[src/rtl/mops_pulse_gen_if.sv]
// Configuration, start handshake and sample outputs of the MoPS synthetic pulse generator.
// The generator binds to the slave modport; the source of START and the settings binds to master.
interface mops_pulse_gen_if #(
   parameter int ADC_WIDTH = 12,
   parameter int CNT_WIDTH = 8
);
   logic                 START;
   logic [ADC_WIDTH-1:0] BASELINE;
   logic [ADC_WIDTH-1:0] STEP_AMP;
   logic [3:0]           RISE_SAMPLES;
   logic [2:0]           DECAY_SHIFT;
   logic [CNT_WIDTH-1:0] N_PULSES;
   logic [CNT_WIDTH-1:0] GAP;
   logic [2:0]           PMT_MASK;
   logic [ADC_WIDTH-1:0] ADC0;
   logic [ADC_WIDTH-1:0] ADC1;
   logic [ADC_WIDTH-1:0] ADC2;
   logic                 BUSY;
   logic                 DONE;

   modport master (
      output START, BASELINE, STEP_AMP, RISE_SAMPLES, DECAY_SHIFT,
             N_PULSES, GAP, PMT_MASK,
      input  ADC0, ADC1, ADC2, BUSY, DONE
   );

   modport slave (
      input  START, BASELINE, STEP_AMP, RISE_SAMPLES, DECAY_SHIFT,
             N_PULSES, GAP, PMT_MASK,
      output ADC0, ADC1, ADC2, BUSY, DONE
   );
endinterface

[src/rtl/mops_pulse_gen.sv]
// Synthetic three-channel ADC pulse bursts (step rise, exponential decay) on the 40 MHz grid of CLK120.
// Define MOPS_PULSE_GEN_JITTER_EN to add 0-3 samples of LFSR jitter to each pulse spacing.
module mops_pulse_gen #(
   parameter int ADC_WIDTH = 12,
   parameter int CNT_WIDTH = 8
) (
   input  logic       CLK120,
   input  logic       RESET,
   input  logic [1:0] ENABLE40,
   mops_pulse_gen_if.slave bus
);
   localparam int GW = CNT_WIDTH + 2;
   localparam logic [ADC_WIDTH:0] MAX_LVL = {1'b0, {ADC_WIDTH{1'b1}}};

   typedef enum logic [1:0] {IDLE, RISE, DECAY} state_t;

   state_t               state, state_n;
   logic                 start_pend, start_pend_n;
   logic                 busy_r, busy_n;
   logic                 done_r, done_n;
   logic [ADC_WIDTH:0]   level, level_n;
   logic [CNT_WIDTH-1:0] pulse_cnt, pulse_cnt_n;
   logic [GW-1:0]        gap_cnt, gap_cnt_n;
   logic [3:0]           rise_cnt, rise_cnt_n;
   logic                 begin_pulse;
   logic [ADC_WIDTH-1:0] adc0, adc1, adc2;

   logic                 tick;
   logic [3:0]           rise_eff;
   logic [GW-1:0]        min_gap, base_gap, eff_gap, jitter;
   logic [ADC_WIDTH:0]   rise_sum, level_rise, decay_step, level_decay;

   assign tick        = (ENABLE40 == 2'd2);
   assign rise_eff    = (bus.RISE_SAMPLES == 4'd0) ? 4'd1 : bus.RISE_SAMPLES;
   assign min_gap     = GW'(rise_eff) + GW'(1);
   assign base_gap    = (GW'(bus.GAP) > min_gap) ? GW'(bus.GAP) : min_gap;
   assign eff_gap     = base_gap + jitter;
   assign rise_sum    = level + {1'b0, bus.STEP_AMP};
   assign level_rise  = (rise_sum > MAX_LVL) ? MAX_LVL : rise_sum;
   assign decay_step  = level >> bus.DECAY_SHIFT;
   assign level_decay = (decay_step == '0) ? '0 : level - decay_step;

`ifdef MOPS_PULSE_GEN_JITTER_EN
   logic [15:0] lfsr;

   // Galois LFSR (taps 16,14,13,11) stepped once per 40 MHz sample
   always_ff @(posedge CLK120) begin
      if (RESET) begin
         lfsr <= 16'hACE1;
      end else if (tick) begin
         lfsr <= {1'b0, lfsr[15:1]} ^ (lfsr[0] ? 16'hB400 : 16'h0000);
      end
   end

   assign jitter = GW'(lfsr[1:0]);
`else
   assign jitter = '0;
`endif

   function automatic logic [ADC_WIDTH-1:0] chan_out(input logic en,
                                                     input logic [ADC_WIDTH-1:0] base,
                                                     input logic [ADC_WIDTH:0] lvl);
      logic [ADC_WIDTH:0] sum;
      sum = {1'b0, base} + lvl;
      if (!en) return base;
      return (sum > MAX_LVL) ? {ADC_WIDTH{1'b1}} : sum[ADC_WIDTH-1:0];
   endfunction

   // gap_cnt holds the samples left in the current pulse after this one; at zero the
   // next pulse starts (level kept, so pulses may pile up) or the burst ends
   always_comb begin
      state_n      = state;
      start_pend_n = start_pend;
      busy_n       = busy_r;
      done_n       = 1'b0;
      level_n      = level;
      pulse_cnt_n  = pulse_cnt;
      gap_cnt_n    = gap_cnt;
      rise_cnt_n   = rise_cnt;
      begin_pulse  = 1'b0;

      if (bus.START && !busy_r && !done_r && !start_pend) start_pend_n = 1'b1;

      if (tick) begin
         unique case (state)
            IDLE: begin
               level_n = '0;
               if (start_pend) begin
                  start_pend_n = 1'b0;
                  if (bus.N_PULSES == '0) begin
                     done_n = 1'b1;
                  end else begin
                     begin_pulse = 1'b1;
                     pulse_cnt_n = bus.N_PULSES;
                     busy_n      = 1'b1;
                  end
               end
            end
            RISE, DECAY: begin
               if (gap_cnt == '0) begin
                  if (pulse_cnt > CNT_WIDTH'(1)) begin
                     begin_pulse = 1'b1;
                     pulse_cnt_n = pulse_cnt - CNT_WIDTH'(1);
                  end else begin
                     state_n     = IDLE;
                     level_n     = '0;
                     done_n      = 1'b1;
                     busy_n      = 1'b0;
                     pulse_cnt_n = '0;
                     rise_cnt_n  = '0;
                  end
               end else begin
                  gap_cnt_n = gap_cnt - GW'(1);
                  if (state == RISE) begin
                     level_n    = level_rise;
                     rise_cnt_n = rise_cnt - 4'd1;
                     if (rise_cnt == 4'd1) state_n = DECAY;
                  end else begin
                     level_n = level_decay;
                  end
               end
            end
            default: state_n = IDLE;
         endcase

         if (begin_pulse) begin
            level_n    = level_rise;
            gap_cnt_n  = eff_gap - GW'(1);
            rise_cnt_n = rise_eff - 4'd1;
            state_n    = (rise_eff == 4'd1) ? DECAY : RISE;
         end
      end
   end

   always_ff @(posedge CLK120) begin
      if (RESET) begin
         state      <= IDLE;
         start_pend <= 1'b0;
         busy_r     <= 1'b0;
         done_r     <= 1'b0;
         level      <= '0;
         pulse_cnt  <= '0;
         gap_cnt    <= '0;
         rise_cnt   <= '0;
         adc0       <= '0;
         adc1       <= '0;
         adc2       <= '0;
      end else begin
         state      <= state_n;
         start_pend <= start_pend_n;
         busy_r     <= busy_n;
         done_r     <= done_n;
         level      <= level_n;
         pulse_cnt  <= pulse_cnt_n;
         gap_cnt    <= gap_cnt_n;
         rise_cnt   <= rise_cnt_n;
         if (tick) begin
            adc0 <= chan_out(bus.PMT_MASK[0], bus.BASELINE, level_n);
            adc1 <= chan_out(bus.PMT_MASK[1], bus.BASELINE, level_n);
            adc2 <= chan_out(bus.PMT_MASK[2], bus.BASELINE, level_n);
         end
      end
   end

   assign bus.ADC0 = adc0;
   assign bus.ADC1 = adc1;
   assign bus.ADC2 = adc2;
   assign bus.BUSY = busy_r;
   assign bus.DONE = done_r;
endmodule

[src/flat_wrapper.sv]
// flat-port wrapper written by rule: the top's interface ports become plain ports
module mops_pulse_gen_flat 
#(
   parameter int ADC_WIDTH = 12,
   parameter int CNT_WIDTH = 8
)
  (CLK120, RESET, ENABLE40, bus_START, bus_BASELINE, bus_STEP_AMP, bus_RISE_SAMPLES, bus_DECAY_SHIFT, bus_N_PULSES, bus_GAP, bus_PMT_MASK, bus_ADC0, bus_ADC1, bus_ADC2, bus_BUSY, bus_DONE);
  mops_pulse_gen_if #(.ADC_WIDTH(ADC_WIDTH), .CNT_WIDTH(CNT_WIDTH)) bus_i ();
  input  logic CLK120;
  input  logic RESET;
  input  logic [1:0] ENABLE40;
  input wire logic [$bits(bus_i.START)-1:0] bus_START;
  input wire logic [$bits(bus_i.BASELINE)-1:0] bus_BASELINE;
  input wire logic [$bits(bus_i.STEP_AMP)-1:0] bus_STEP_AMP;
  input wire logic [$bits(bus_i.RISE_SAMPLES)-1:0] bus_RISE_SAMPLES;
  input wire logic [$bits(bus_i.DECAY_SHIFT)-1:0] bus_DECAY_SHIFT;
  input wire logic [$bits(bus_i.N_PULSES)-1:0] bus_N_PULSES;
  input wire logic [$bits(bus_i.GAP)-1:0] bus_GAP;
  input wire logic [$bits(bus_i.PMT_MASK)-1:0] bus_PMT_MASK;
  output wire logic [$bits(bus_i.ADC0)-1:0] bus_ADC0;
  output wire logic [$bits(bus_i.ADC1)-1:0] bus_ADC1;
  output wire logic [$bits(bus_i.ADC2)-1:0] bus_ADC2;
  output wire logic [$bits(bus_i.BUSY)-1:0] bus_BUSY;
  output wire logic [$bits(bus_i.DONE)-1:0] bus_DONE;
  assign bus_i.START = bus_START;
  assign bus_i.BASELINE = bus_BASELINE;
  assign bus_i.STEP_AMP = bus_STEP_AMP;
  assign bus_i.RISE_SAMPLES = bus_RISE_SAMPLES;
  assign bus_i.DECAY_SHIFT = bus_DECAY_SHIFT;
  assign bus_i.N_PULSES = bus_N_PULSES;
  assign bus_i.GAP = bus_GAP;
  assign bus_i.PMT_MASK = bus_PMT_MASK;
  assign bus_ADC0 = bus_i.ADC0;
  assign bus_ADC1 = bus_i.ADC1;
  assign bus_ADC2 = bus_i.ADC2;
  assign bus_BUSY = bus_i.BUSY;
  assign bus_DONE = bus_i.DONE;
  mops_pulse_gen #(.ADC_WIDTH(ADC_WIDTH), .CNT_WIDTH(CNT_WIDTH)) u_core (.CLK120(CLK120), .RESET(RESET), .ENABLE40(ENABLE40), .bus(bus_i));
endmodule
[config.mk]
export PLATFORM = sky130hd
export DESIGN_NAME = mops_pulse_gen_flat
export DESIGN_NICKNAME = d
export VERILOG_FILES = /design/src/rtl/mops_pulse_gen_if.sv /design/src/rtl/mops_pulse_gen.sv /design/src/flat_wrapper.sv
export SDC_FILE = /design/constraint.sdc
export NUM_CORES = 1
export LEC_CHECK = 0
export ABC_AREA = 1
export CAP_MARGIN = 20
export CORE_MARGIN = 5
export CORE_UTILIZATION = 40
export DETAILED_ROUTE_END_ITERATION = 10
export PLACE_DENSITY_LB_ADDON = 0.05
export SYNTH_ARGS = -nofsm -noshare
export SYNTH_HDL_FRONTEND = slang
export SYNTH_SLANG_ARGS = --single-unit
[constraint.sdc]
create_clock -name CLK120 -period 13.2 [get_ports CLK120]
set_input_delay 3.96 -clock CLK120 [delete_from_list [all_inputs] [get_ports CLK120]]
set_output_delay 3.96 -clock CLK120 [all_outputs]
set_load 0.01 [all_outputs]
Word level (Yosys, flattened, before mapping)
Cells that the tools add are included.
- bits in registers: 76
- bits of input ports: 55
- word-level logic and storage cells: 128
- add/sub/neg operators: 9
- $lt $le $gt $ge: 4
- equality and inequality tests: 15
- shift operators: 1
- multiplexer cells: 66
- bitwise logic cells: 1
- reductions and logical operators: 21
- operators with widths (kind ; count):
    2-to-1 mux 13 bit ; 7
    2-to-1 mux 12 bit ; 7
    2-to-1 mux 10 bit ; 4
    2-to-1 mux 8 bit ; 4
    greater-than comparator 13 x 12 -> 1 bit (second input constant) ; 2
    2-to-1 mux 1 bit ; 26
    case mux 13 bit (2 select lines) ; 1
    2-to-1 mux 4 bit ; 6
    subtractor 10 x 1 -> 10 bit (second input constant) ; 2
    case mux 8 bit (2 select lines) ; 1
    adder 12 x 13 -> 13 bit ; 1
    adder 13 x 12 -> 13 bit ; 1
    zero test 13 bit ; 1
    >> shifter 13 x 3 -> 13 bit ; 1
    subtractor 13 bit ; 1
    2-to-1 mux 2 bit ; 6
    greater-than comparator 8 x 10 -> 1 bit ; 1
    zero test 10 bit ; 1
    AND reduction 5 bit ; 2
    == test 4 x 1 -> 1 bit (second input constant) ; 2
    greater-than comparator 8 x 1 -> 1 bit (second input constant) ; 1
    zero test 8 bit ; 1
    != test 4 x 1 -> 1 bit (second input constant) ; 2
    subtractor 4 x 1 -> 4 bit (second input constant) ; 2
    other kinds (21) ; 34

Longest topological paths before layout
- depth after elaboration: 12
- mapped depth: 35
- depth with buffers taken out: 33

Worst setup path after synthesis
Ideal clock, no wire load.
- path type: input to register
- start: input port bus_STEP_AMP[0]
- end: register u_core.adc1[11] (netlist: u_core.bus.ADC1[11])
- data arrival time: 7.789 ns
- required time: 13.068 ns
- slack: 5.279 ns
- stages on the path: 30
- buffers on the path: 1
- path through: ha_1 > inv_1 > fa_1 > inv_1 > a21oi_1 > o21ai_0 > a21oi_1 > nand2_1 > nand2_1 > inv_1 > o21ai_0 > o2111ai_1 > nand2_1 > inv_1 > ha_1 > inv_1 > fa_1 > nand3b_1 > and2_1 > inv_1 > a21oi_1 > o21bai_1 > a21oi_1 > o21ai_0 > inv_1 > nand2_4 > buf_6 > nand4_1 > nand2_1 > a21oi_1
- longest elaborated chain between the ends: 12
- ends and longest elaborated chain (item ; line ; RTL):
    start, declared ; flat_wrapper.sv:14 ; input wire logic [$bits(bus_i.STEP_AMP)-1:0] bus_STEP_AMP;
    adder 13 x 12 -> 13 bit * ; mops_pulse_gen.sv:38 ; assign rise_sum = level + {1'b0, bus.STEP_AMP};
    greater-than comparator 13 x 12 -> 1 bit ; mops_pulse_gen.sv:39 ; assign level_rise = (rise_sum > MAX_LVL) ? MAX_LVL : rise_sum;
    2-to-1 mux 13 bit * ; mops_pulse_gen.sv:39 ;
    2-to-1 mux 13 bit ; mops_pulse_gen.sv:114 ; if (state == RISE) begin
    2-to-1 mux 13 bit ; mops_pulse_gen.sv:100 ; if (gap_cnt == '0) begin
    case mux 13 bit (2 select lines) ; mops_pulse_gen.sv:85 ; unique case (state)
    2-to-1 mux 13 bit * ; mops_pulse_gen.sv:126 ; if (begin_pulse) begin
    2-to-1 mux 13 bit * ; mops_pulse_gen.sv:84 ; if (tick) begin
    via u_core.level_n[0] ; mops_pulse_gen.sv:21 ; logic [ADC_WIDTH:0] level, level_n;
    adder 12 x 13 -> 13 bit * ; mops_pulse_gen.sv:64 ; sum = {1'b0, base} + lvl;
    greater-than comparator 13 x 12 -> 1 bit ; mops_pulse_gen.sv:66 ; return (sum > MAX_LVL) ? {ADC_WIDTH{1'b1}} : sum[ADC_WIDTH-1:0];
    2-to-1 mux 12 bit * (2 in series) ; mops_pulse_gen.sv:66 ;
    end signal, assigned ; mops_pulse_gen.sv:159 ; adc1 <= chan_out(bus.PMT_MASK[1], bus.BASELINE, level_n);
    end, declared ; mops_pulse_gen.sv:26 ; logic [ADC_WIDTH-1:0] adc0, adc1, adc2;
Mark *: on every way through the listed nets, which the timed path passes. The rest lies on a longest branch.
A chain may end at the register's enable or synchronous reset.

Worst setup path in the final report
- start: input port bus_DECAY_SHIFT[0]
- end: register u_core.adc2[1] (netlist: u_core.bus.ADC2[1])
- longest elaborated chain between the ends: 12
- ends and longest elaborated chain (item ; line ; RTL):
    start, declared ; flat_wrapper.sv:16 ; input wire logic [$bits(bus_i.DECAY_SHIFT)-1:0] bus_DECAY_SHIFT;
    >> shifter 13 x 3 -> 13 bit * ; mops_pulse_gen.sv:40 ; assign decay_step = level >> bus.DECAY_SHIFT;
    subtractor 13 bit or zero test 13 bit (tied branches) ; mops_pulse_gen.sv:41 ; assign level_decay = (decay_step == '0) ? '0 : level - decay_step;
    2-to-1 mux 13 bit * ; mops_pulse_gen.sv:41 ;
    2-to-1 mux 13 bit * ; mops_pulse_gen.sv:114 ;
    2-to-1 mux 13 bit * ; mops_pulse_gen.sv:100 ;
    case mux 13 bit (2 select lines) * ; mops_pulse_gen.sv:85 ;
    2-to-1 mux 13 bit * ; mops_pulse_gen.sv:126 ;
    2-to-1 mux 13 bit * ; mops_pulse_gen.sv:84 ;
    via u_core.level_n[6] ; mops_pulse_gen.sv:21 ;
    adder 12 x 13 -> 13 bit * ; mops_pulse_gen.sv:64 ;
    greater-than comparator 13 x 12 -> 1 bit * ; mops_pulse_gen.sv:66 ;
    2-to-1 mux 12 bit * (2 in series) ; mops_pulse_gen.sv:66 ;
    end signal, assigned ; mops_pulse_gen.sv:160 ; adc2 <= chan_out(bus.PMT_MASK[2], bus.BASELINE, level_n);
    end, declared ; mops_pulse_gen.sv:26 ;
Marked as above.

==> results.py <==
metrics = {
    "run_status": {
        "outcome": "completed",
    },
    "route": {
        "dr_total_vias": 7338,
        "ant_nets": 0,
        "drc": 0,
        "wl_per_cell_um": 15.9,
        "drt_iter0_drc": 586,
        "via_per_inst": 5.28,
        "totalWireLength_um": 22100,
        "firstDrtPassIters": 5,
    },
    "clock_network": {
        "cts_root_buffer": "clkbuf_16",
        "cts.sinks": 76,
        "max-clock-path-buffers": 2,
        "postCtsSetupBuffers": 0,
        "postCtsHoldBufs": 0,
        "h-tree-depth": 3,
        "cts_buffers": 9,
        "clk_pin_slew_ps": 60,
        "clock_latency_ps": 350,
        "cts_tree": "done",
        "cts_resized": 0,
    },
    "power": {
        "pwr_density_cell_nw_per_um2": 108,
        "pwr-share-comb_pct": 39.6,
        "seqPwrFrac_pct": 29.6,
        "p_clk_share_pct": 30.8,
        "peakVddDrop_mv": 0.0641,
        "p_leak_uw": 0.00376,
        "switching_power_uw": 340,
        "p_int_uw": 545,
        "p_sw_share_pct": 38.4,
    },
    "synth": {
        "synth_edf_count": 0,
        "ys_seq_area_share_pct": 22.1,
        "yosysTopAreaCellShare_pct": 22.1,
        "synth_common_cells": "nand2_1 (282), a21oi_1 (140), inv_1 (127), dfxtp_1 (76), nor2_1 (76)",
        "synth_ff_type": "dfxtp_1",
        "post-synth-top-count-cell": "nand2_1",
        "ys_seq_elements": 76,
        "synthCells": 1099,
        "async_flop_share_pct": 0,
        "synth_cell_type_count": 48,
        "synth_top_cells_by_area": "dfxtp_1 (22%), nand2_1 (15%), a21oi_1 (10%), ha_1 (9.3%), inv_1 (6.9%)",
        "yosys_warnings": 0,
        "synth.cell_area_um2": 6870,
        "syn_avg_cell_area_um2": 6.25,
        "synth_fp_nets": 1208,
        "yosysTopAreaCell": "dfxtp_1",
    },
    "place": {
        "dp_hpwl_um": 16500,
        "routabilityCongestion": 0.875,
        "placed_cells": 1375,
        "portBuffers": 92,
    },
    "final_layout": {
        "drive_above_1_share_pct": 4.63,
        "multi_input_area_um2": 4590,
        "synthToLayoutAreaGrowth_pct": 19.0,
        "layout.nets": 1270,
        "diodes": 0,
        "stdcell_count": 1391,
        "register_area_um2": 1520,
        "fillers": 1876,
    },
    "critical_path": {
        "path_buf_inv": 5,
        "critPathMaxStageDelay_ps": 680,
        "r2r_start": "u_core.state[0]",
        "critPathRequiredTime_ps": 13470,
        "endpoint_kind": "register",
        "arrival_ps": 9560,
        "path_delay_family": "simple AND/OR/NAND/NOR gates",
        "cp_common_cell": "nand2_1",
        "r2r_cells": 26,
        "crit_start": "bus_DECAY_SHIFT[0]",
        "crit_slowest_cell": "clkdlybuf4s50_1",
        "start_kind": "input pin",
        "r2r_slack_ps": 7720,
        "reg2reg_to": "u_core.bus.ADC2[1]",
        "crit_fanout": 36,
        "criticalPathCategory": "in2reg",
    },
    "floorplan": {
        "core_area_um2": 17100,
        "num_rows": 48,
        "io_pins": 93,
        "die_area_um2": 19900,
        "die_height_um": 141,
        "start_util_pct": 40.3,
        "die_w_um": 141,
    },
    "grt": {
        "grt_max_degree": 85,
        "grt-ovfl-total": 0,
        "grtUsageTotal_pct": 22.2,
        "antenna_found_initial": 0,
        "grt_pass1_vias": 6902,
        "grt_pass1_wl_um": 35900,
    },
    "sta": {
        "finalSetupViolations": 0,
        "fin_worst_skew_ps": 9.40,
        "finalCritPeriodShare_pct": 70.3,
        "tightest_slew_ps": 861,
        "hold_viol": 0,
        "fin_crit_ps": 9290,
        "fin_setup_tns_ps": 0,
        "fmax_mhz": 108,
        "max-slew-margin-rel_pct": 42.6,
        "rsz0062_at_grt": "false",
        "drv_slew": 0,
    },
    "hold_path": {
        "hp-class": "reg2reg",
        "hold_start": "u_core.bus.ADC2[7]",
        "hold_end": "u_core.bus.ADC2[7]",
        "worstHoldPathCells": 2,
    },
    "job": {
        "drv_cap": 0,
    },
}
-- worst reg2reg max path, stage by stage, from the launching register on --
cell	delay, ps
dfxtp_1	380
inv_1	60
ha_1	540
nand2_2	290
nor2_8	200
nor2_4	60
nor2_4	570
a21oi_1	120
inv_1	140
o21ai_0	140
o2111ai_1	100
nand2_1	110
inv_1	70
ha_1	150
inv_1	60
fa_1	400
nand3b_1	170
and2_1	180
inv_1	80
a21oi_1	90
o21bai_1	130
a21oi_1	100
o21ai_0	380
nand3_4	440
nand4_1	230
nand2_1	80
a21oi_1	130
-- cell type report --
cell class / instances / area share [%]
inverter: 137 / 6.29
timing repair buffer: 96 / 11.6
clock buffer: 10 / 2.80
sequential: 76 / 18.6
tap: 225 / 3.44
multi-input combinational: 841 / 56.1
clock inverter: 6 / 1.15
-- kinds of logic after synthesis --
logic type	synth area share, %
AO/OA/AOI/OAI	19.9
XOR/XNOR	4.21
adder cells (fa/ha/maj)	10.2
buffers and inverters	11.1
flip-flops	22.1
AND/OR/NAND/NOR	32.5
-- through the flow --
stage	hold slack [ps]	util (%)	worst slack (ps)	area, µm²	total power (µW)
final	466	47.9	3910	8180	885
after global routing	488	47.9	3370	8180	948
after CTS	468	47.9	4000	8180	890
after detailed placement	455	46.0	3670	7850	612
after global placement	459	46.0	3700	7850	614
after floorplan	457	-	5280	6870	512
-- placed cells by master, fill, tap and decap left out, types with 3 or more instances in the layout --
master / count
a31oi_1: 8
o21a_1: 3
dfxtp_1: 76
o21ai_0: 60
xnor2_1: 9
inv_2: 8
buf_4: 4
xor2_1: 24
o211ai_1: 7
a21oi_1: 140
nor2_1: 76
nor3_1: 12
nand4_1: 48
inv_1: 126
o2111ai_1: 3
ha_1: 51
or2_2: 3
o22ai_1: 5
a21o_1: 4
fa_1: 3
nand3_1: 53
clkbuf_16: 9
o31ai_1: 3
nor2_2: 3
clkdlybuf4s50_1: 91
a211oi_1: 6
nor2_4: 3
o21ai_1: 7
clkinv_1: 3
nand2_1: 282
nand2_2: 8
-- power groups by stage --
stage	clock, µW	sequential (µW)	combinational [µW]
CTS	280	262	348
detailed placement	0	267	345
global placement	0	267	347
finish	273	262	350
global route	292	264	392
floorplan	0	264	247
-- how the worst max path moves through the flow --
stage                                     end  slack, ps  cells after the start
after floorplan           u_core.bus.ADC1[11]       5280                     30
after global placement     u_core.bus.ADC2[2]       3700                     33
after detailed placement   u_core.bus.ADC2[2]       3670                     34
after CTS                  u_core.bus.ADC0[4]       4000                     33
after global routing       u_core.bus.ADC0[9]       3370                     33
final                      u_core.bus.ADC2[1]       3910                     33
-- state kept, by name (all words and copies together), names as in the netlist, 2 cells and up --
signal,flops
u_core.state,2
u_core.pulse_cnt,8
u_core.rise_cnt,4
u_core.bus.ADC2,12
u_core.level,13
u_core.bus.ADC1,12
u_core.gap_cnt,10
u_core.bus.ADC0,12
-- routing by layer --
| metal | vias to the layer above | wire, µm | track usage (%) |
|---|---|---|---|
| li1 | 3789 | - | - |
| met1 | 3332 | 10800 | 31.6 |
| met2 | 182 | 9590 | 34.1 |
| met3 | 35 | 1090 | 3.53 |
| met4 | 0 | 535 | 7.55 |
| met5 | - | 0 | 0 |
Note: power is estimated with default switching activity, not from simulation.
